**config.mk**
```make
export PLATFORM = sky130hd
export DESIGN_NAME = ras_ckpt
export DESIGN_NICKNAME = d
export VERILOG_FILES = /design/src/rtl/ras_ckpt_pkg.sv /design/src/rtl/ras_ckpt.sv
export SDC_FILE = /design/constraint.sdc
export NUM_CORES = 1
export LEC_CHECK = 0
export ABC_AREA = 1
export BUFFER_PORTS_ARGS = -buffer_cell sky130_fd_sc_hd__buf_4
export CORE_MARGIN = 2
export CORE_UTILIZATION = 45
export DETAILED_ROUTE_END_ITERATION = 10
export GPL_TIMING_DRIVEN = 0
export SLEW_MARGIN = 20
export SYNTH_ARGS = -nofsm -noshare
export SYNTH_HDL_FRONTEND = slang
export SYNTH_SLANG_ARGS = --single-unit
export TNS_END_PERCENT = 30
```
**constraint.sdc**
```tcl
create_clock -name CLK -period 7.58 [get_ports CLK]
set_input_delay 0.379 -clock CLK [delete_from_list [all_inputs] [get_ports CLK]]
set_output_delay 0.379 -clock CLK [all_outputs]
set_load 0.01 [all_outputs]
```
**src/rtl/ras_ckpt_pkg.sv**
```systemverilog
// Shared core types for the return address stack: default sizes, index,
// count and PC types, and the per-cycle operation decode.
package ras_ckpt_pkg;

    localparam int RAS_ENTRIES     = 16;
    localparam int LOG_RAS_ENTRIES = $clog2(RAS_ENTRIES);
    localparam int PC38_WIDTH      = 38;

    typedef logic [LOG_RAS_ENTRIES-1:0] RAS_idx_t;
    typedef logic [LOG_RAS_ENTRIES:0]   RAS_count_t;
    typedef logic [PC38_WIDTH-1:0]      PC38_t;

    // Exactly one operation is performed per cycle.
    typedef enum logic [2:0] {
        OP_NONE,
        OP_RESTORE,
        OP_REPLACE,
        OP_PUSH,
        OP_POP
    } ras_op_e;

    // Priority: restore > push+pop (replace) > push > pop.
    function automatic ras_op_e ras_decode_op(input logic restore_v,
                                              input logic push_v,
                                              input logic pop_v);
        if (restore_v)           return OP_RESTORE;
        else if (push_v && pop_v) return OP_REPLACE;
        else if (push_v)         return OP_PUSH;
        else if (pop_v)          return OP_POP;
        else                     return OP_NONE;
    endfunction

endpackage

```
**src/rtl/ras_ckpt.sv**
```systemverilog
// Checkpointable return address stack. The entry array is a circular
// buffer addressed by the top index; the occupancy count saturates at the
// depth so the oldest entry is silently overwritten on overflow. A restore
// rewinds ptr/count and rewrites the top entry from a checkpoint.
module ras_ckpt #(
    parameter int RAS_ENTRIES = ras_ckpt_pkg::RAS_ENTRIES,
    parameter int PC_WIDTH    = ras_ckpt_pkg::PC38_WIDTH
) (
    input  logic                             CLK,
    input  logic                             RST,
    input  logic                             push_valid,
    input  logic [PC_WIDTH-1:0]              push_pc,
    input  logic                             pop_valid,
    input  logic                             restore_valid,
    input  logic [$clog2(RAS_ENTRIES)-1:0]   restore_ptr,
    input  logic [$clog2(RAS_ENTRIES):0]     restore_count,
    input  logic [PC_WIDTH-1:0]              restore_pc,
    output logic [PC_WIDTH-1:0]              top_pc,
    output logic                             top_valid,
    output logic [$clog2(RAS_ENTRIES)-1:0]   ptr,
    output logic [$clog2(RAS_ENTRIES):0]     count,
    output logic                             overflow,
    output logic                             underflow
);

    import ras_ckpt_pkg::*;

    localparam int               IDX_W    = $clog2(RAS_ENTRIES);
    localparam int               CNT_W    = IDX_W + 1;
    localparam logic [CNT_W-1:0] CNT_FULL = CNT_W'(RAS_ENTRIES);
    localparam logic [CNT_W-1:0] CNT_ONE  = CNT_W'(1);

    logic [PC_WIDTH-1:0] entries_q [RAS_ENTRIES];
    logic [IDX_W-1:0]    ptr_q, ptr_d;
    logic [CNT_W-1:0]    count_q, count_d;
    logic                overflow_q, overflow_d;
    logic                underflow_q, underflow_d;

    logic                wr_en;
    logic [IDX_W-1:0]    wr_idx;
    logic [PC_WIDTH-1:0] wr_data;
    logic [IDX_W-1:0]    ptr_inc;
    logic [IDX_W-1:0]    ptr_dec;
    ras_op_e             op;

    // Index arithmetic wraps naturally at the power-of-two depth.
    assign ptr_inc = ptr_q + 1'b1;
    assign ptr_dec = ptr_q - 1'b1;
    assign op      = ras_decode_op(restore_valid, push_valid, pop_valid);

    // Next-state and single write-port selection for the chosen operation.
    always_comb begin
        // NOTE: every signal gets a default before the case so no path
        // leaves one unassigned, which would infer a latch.
        ptr_d       = ptr_q;
        count_d     = count_q;
        overflow_d  = 1'b0;
        underflow_d = 1'b0;
        wr_en       = 1'b0;
        wr_idx      = ptr_inc;
        wr_data     = push_pc;

        case (op)
            OP_RESTORE: begin
                ptr_d   = restore_ptr;
                count_d = restore_count;
                wr_en   = (restore_count != '0);
                wr_idx  = restore_ptr;
                wr_data = restore_pc;
            end
            OP_REPLACE: begin
                // Coroutine return: the popped top is replaced in place.
                wr_en   = 1'b1;
                wr_idx  = ptr_q;
                count_d = (count_q == '0) ? CNT_ONE : count_q;
            end
            OP_PUSH: begin
                wr_en  = 1'b1;
                wr_idx = ptr_inc;
                ptr_d  = ptr_inc;
                if (count_q == CNT_FULL) begin
                    overflow_d = 1'b1;
                end else begin
                    count_d = count_q + 1'b1;
                end
            end
            OP_POP: begin
                if (count_q == '0) begin
                    underflow_d = 1'b1;
                end else begin
                    ptr_d   = ptr_dec;
                    count_d = count_q - 1'b1;
                end
            end
            default: ;
        endcase
    end

    // Control state register with synchronous reset overriding all requests.
    always_ff @(posedge CLK) begin
        // NOTE: sequential state uses non-blocking assignments so every
        // register samples its pre-edge value regardless of statement order.
        if (RST) begin
            ptr_q       <= '0;
            count_q     <= '0;
            overflow_q  <= 1'b0;
            underflow_q <= 1'b0;
        end else begin
            ptr_q       <= ptr_d;
            count_q     <= count_d;
            overflow_q  <= overflow_d;
            underflow_q <= underflow_d;
        end
    end

    // Entry array: one write port, cleared on reset.
    always_ff @(posedge CLK) begin
        // NOTE: the array is reset because top_pc must read 0 after reset;
        // a stack without that need would leave it unreset to save the
        // reset fan-out.
        if (RST) begin
            for (int i = 0; i < RAS_ENTRIES; i++) begin
                entries_q[i] <= '0;
            end
        end else if (wr_en) begin
            entries_q[wr_idx] <= wr_data;
        end
    end

    assign top_pc    = entries_q[ptr_q];
    assign top_valid = (count_q != '0);
    assign ptr       = ptr_q;
    assign count     = count_q;
    assign overflow  = overflow_q;
    assign underflow = underflow_q;

    // A checkpoint can never hold more entries than the stack depth.
    ast_restore_count_legal: assert property (
        @(posedge CLK) disable iff (RST)
        restore_valid |-> (restore_count <= CNT_FULL)
    );

endmodule

```
==> impl_table.tex <==
\begin{tabular}{lr}
\hline
Metric & Value \\
\hline
\multicolumn{2}{l}{\textbf{Route}} \\
\quad Remaining DRCs & 0 \\
\quad Detailed Routing Iterations Pass 1 & 6 \\
\quad Uppermost metal layer occupied by signal nets & met4 \\
\quad Routed Wire Length & 104000 um \\
\quad Total length of routed met2 wires & 47900 um \\
\quad Via total after detailed routing & 23800 \\
\quad Routed length on met3 & 12000 um \\
\quad Residual antenna-violating net count after detailed routing & 0 \\
\quad Detailed Route Iter0 Violations & 3151 \\
\quad Routed len/inst & 25.8 um \\
\quad Detailed-routing wirelength on met1 & 39600 um \\
\quad Drt via density & 5.89 \\
\multicolumn{2}{l}{\textbf{Die}} \\
\quad Total Die Area & 67000 um\^{}2 \\
\quad Starting density of the core & 45.4\% \\
\quad Width of the chip & 259 um \\
\quad Die span in y & 259 um \\
\quad Number of core rows & 93 \\
\quad Floorplan core area & 64300 um\^{}2 \\
\quad I/O pin count & 140 \\
\multicolumn{2}{l}{\textbf{Timing}} \\
\quad Final setup fails & 0 \\
\quad Setup slack after layout & 3200 ps \\
\quad Relative slew slack & 13.0\% \\
\quad Setup repair after global routing missed its margin & false \\
\quad Slew @ Worst Pin & 1310 ps \\
\quad Maximum operating frequency & 0.228 GHz \\
\quad Clock period minus final worst setup slack & 4380 ps \\
\quad Final worst path period share & 57.8\% \\
\quad Max Slew Vio Count & 0 \\
\quad Setup Total Neg Slack & 0 ps \\
\quad Final Hold Violating Endpoints & 0 \\
\quad Worst clock skew on the final layout & 17.8 ps \\
\multicolumn{2}{l}{\textbf{Synth}} \\
\quad EDFF count, synth & 608 \\
\quad YS warnings & 0 \\
\quad Post-synthesis cell area & 29200 um\^{}2 \\
\quad Mux share of post-synthesis cell area & 1.30\% \\
\quad Synthesized-area fraction occupied by and/or/nand/nor cells & 17.6\% \\
\quad Xor and xnor area share after synthesis & 0.0300\% \\
\quad Gate count after technology mapping & 2911 \\
\quad Predominant post-synthesis flop cell & sky130\_fd\_sc\_hd\_\_edfxtp\_1 \\
\quad Distinct cell type count of the synthesized netlist & 33 \\
\quad Synth Area in Compound Gates & 9.45\% \\
\quad Count of state elements after synthesis & 623 \\
\quad Arithmetic-cell share of the synthesized area counting full adders, half adders and majority gates & 0.283\% \\
\quad Sequential cell area fraction in the yosys report & 63.5\% \\
\quad Largest family of logic cells by synthesized area & simple AND/OR/NAND/NOR gates \\
\quad Fraction of registers with async set/reset & 0\% \\
\quad Synthesized netlist net count & 3007 \\
\quad Synthesized area divided by synthesized cell count & 10.0 um\^{}2 \\
\multicolumn{2}{l}{\textbf{Global routing}} \\
\quad First-pass GRT wire length & 150000 um \\
\quad Pin count of the biggest net entering global routing & 39 \\
\quad Vias in the first global route & 22900 \\
\quad Number of antenna violations at the first check in global routing & 1 \\
\quad All-layer global routing usage & 30.8\% \\
\quad Global-route congestion overflow total & 0 \\
\multicolumn{2}{l}{\textbf{Critical path}} \\
\quad Critical path endpoint category & output port \\
\quad Type of element launching the critical path & flop \\
\quad CP max stage delay & 780 ps \\
\quad Worst setup slack for register-to-register paths & 4100 ps \\
\quad Top Family by Delay on Critical Path & buffers and inverters \\
\quad Logic depth of the worst register-to-register path & 10 \\
\quad Number of buffer and inverter instances along the worst setup path & 4 \\
\quad WP depth & 8 \\
\quad Most frequent cell on the critical path & sky130\_fd\_sc\_hd\_\_clkbuf\_1 \\
\quad Max FO, Critical Path & 10 \\
\quad Crit Path Category & reg -> out \\
\quad Highest-delay cell along the critical path & sky130\_fd\_sc\_hd\_\_clkbuf\_1 \\
\quad Data arrival time of the critical path & 4000 ps \\
\quad WP data required & 7200 ps \\
\quad Series of cell instances along the critical path & clkbuf\_1, clkbuf\_1, clkbuf\_1, o211ai\_1, nand3\_1, nand3\_1, nand2\_1, buf\_4 \\
\multicolumn{2}{l}{\textbf{Worst hold path}} \\
\quad Worst min-delay path class & in -> reg \\
\quad Count of cells along the worst hold path & 5 \\
\multicolumn{2}{l}{\textbf{Clock tree}} \\
\quad CTS clk-pin slew, worst paths & 60 ps \\
\quad Number of buffers on the longest clock path & 3 \\
\quad Post-CTS setup repair buffer count & 0 \\
\quad Clock insertion delay at the later pin of the skew report & 610 ps \\
\quad Total number of clock tree sinks & 623 \\
\quad Number of H-tree levels & 3 \\
\quad Clock root buffer master & sky130\_fd\_sc\_hd\_\_clkbuf\_16 \\
\quad Clock tree from TritonCTS & done \\
\quad Total clock buffers created by CTS & 69 \\
\multicolumn{2}{l}{\textbf{Finish}} \\
\quad Post-Layout Inst Area & 33900 um\^{}2 \\
\quad Share of post-route cells with drive strength above 1 & 11.3\% \\
\quad Commonest cells after routing, fill and taps aside & sky130\_fd\_sc\_hd\_\_edfxtp\_1, sky130\_fd\_sc\_hd\_\_nor2\_1, sky130\_fd\_sc\_hd\_\_inv\_1 \\
\quad Commonest non-fill, non-tap cell in the layout & sky130\_fd\_sc\_hd\_\_edfxtp\_1 \\
\quad Synth-to-Final Area Change & 16.0\% \\
\quad Core utilization of the finished layout & 52.7\% \\
\quad Number of nets in the final layout & 3231 \\
\multicolumn{2}{l}{\textbf{Outcome}} \\
\quad Status & finished clean \\
\multicolumn{2}{l}{\textbf{Power}} \\
\quad Peak ir drop on the vdd network & 174 uV \\
\quad Leakage power summed over all cells & 12.9 nW \\
\quad Pwr/cell area & 256 nW/um\^{}2 \\
\multicolumn{2}{l}{\textbf{Placement}} \\
\quad Routability-driven placement congestion ratio & 0.915 \\
\quad Port-buffer cells & 138 \\
\quad Final HPWL DP & 70100 um \\
\quad Worst-case setup slack after placement & 3900 ps \\
\quad Total placed instance area & 31800 um\^{}2 \\
\multicolumn{2}{l}{\textbf{Job}} \\
\quad Max Cap Viol & 0 \\
\hline
\end{tabular}
-- cells in the mapped netlist (2+ instances only) --
master	n	share of area [%]
sky130_fd_sc_hd__buf_4	8	0.21
sky130_fd_sc_hd__nand3_2	4	0.14
sky130_fd_sc_hd__nor3_1	180	3.1
sky130_fd_sc_hd__o211ai_1	155	4.0
sky130_fd_sc_hd__clkbuf_1	155	2.0
sky130_fd_sc_hd__nor2_1	451	5.8
sky130_fd_sc_hd__edfxtp_1	608	62
sky130_fd_sc_hd__nand4_1	4	0.086
sky130_fd_sc_hd__buf_1	38	0.49
sky130_fd_sc_hd__nor3_2	10	0.34
sky130_fd_sc_hd__buf_2	54	0.92
sky130_fd_sc_hd__a21oi_1	155	2.7
sky130_fd_sc_hd__inv_2	7	0.090
sky130_fd_sc_hd__inv_1	325	4.2
sky130_fd_sc_hd__nand2_1	272	3.5
sky130_fd_sc_hd__o21ai_0	160	2.7
sky130_fd_sc_hd__nor2_2	7	0.15
sky130_fd_sc_hd__dfxtp_1	15	1.0
sky130_fd_sc_hd__or2_1	3	0.064
sky130_fd_sc_hd__ha_1	5	0.21
sky130_fd_sc_hd__nand3_1	245	4.2
sky130_fd_sc_hd__mux2i_1	38	1.3
sky130_fd_sc_hd__or2_2	2	0.043
-- flip-flops by register name, indices dropped and copies added (netlist names), named ones only --
| register | cells |
|---|---|
| entries_q | 608 |
| count | 5 |
| ptr | 4 |
| overflow | 1 |
| underflow | 1 |
-- repair_timing --
| action | in CTS | in global routing |
|---|---|---|
| endpoints found under the hold margin | 2 | 0 |
| resized for setup | 0 | 0 |
| hold buffers | 1 | 0 |
-- per-layer routing --
metal,vias up,GRT usage (%)
met5,-,0
met4,0,13.9
met3,266,6.40
met2,1566,48.8
met1,11500,40.9
li1,10400,-
-- logic make-up (layout without fill, tap and decap cells) --
| kind of cell | count (synthesis) | count (layout) |
|---|---|---|
| xor+xnor | 1 | 1 |
| other cells | 0 | 1 |
| simple gates | 1183 | 1183 |
| flops | 623 | 623 |
| buf+inv | 587 | 862 |
| mux | 38 | 38 |
| fa+ha+maj | 6 | 6 |
| compound gates | 473 | 473 |
-- power by group --
part	total, mW	switching (mW)	internal (mW)	leakage, nW
Combinational	1.47	1.07	0.399	5.51
Sequential	4.02	0.0552	3.96	6.42
Clock	3.19	1.41	1.78	1.02
Total	8.67	2.53	6.14	12.9
-- layout make-up --
class                      count  area, um^2
antenna                        1        2.50
multi-input combinational   1701        8500
fill                        5738       30400
clock inverter                33         204
sequential                   623       18600
inverter                     332        1250
clock buffer                  89        1870
tap                          855        1070
timing repair buffer         153        1390
buffer                       255        1060
-- through the flow --
step	total power, mW	hold slack (ps)	cells
floorplan	4.84	451	2911
global placement	5.48	564	3904
detailed placement	5.52	563	3918
CTS	8.63	115	4041
global route	8.90	180	4041
finish	8.67	148	4042
-- final timing paths --
kind,from,to
setup / recovery,flop,top_pc[7]
hold reg to reg,count[3],count[3]
setup reg to reg,ptr[0],entries_q[3][16]
hold / removal,restore_count[1],count[1]
-- tightest hold or removal path, delay by kind of cell --
family                 cells  cell delay, ps
and+or+nand+nor            4             250
buffers and inverters      1              90
Note: power is estimated with default switching activity, not from simulation.
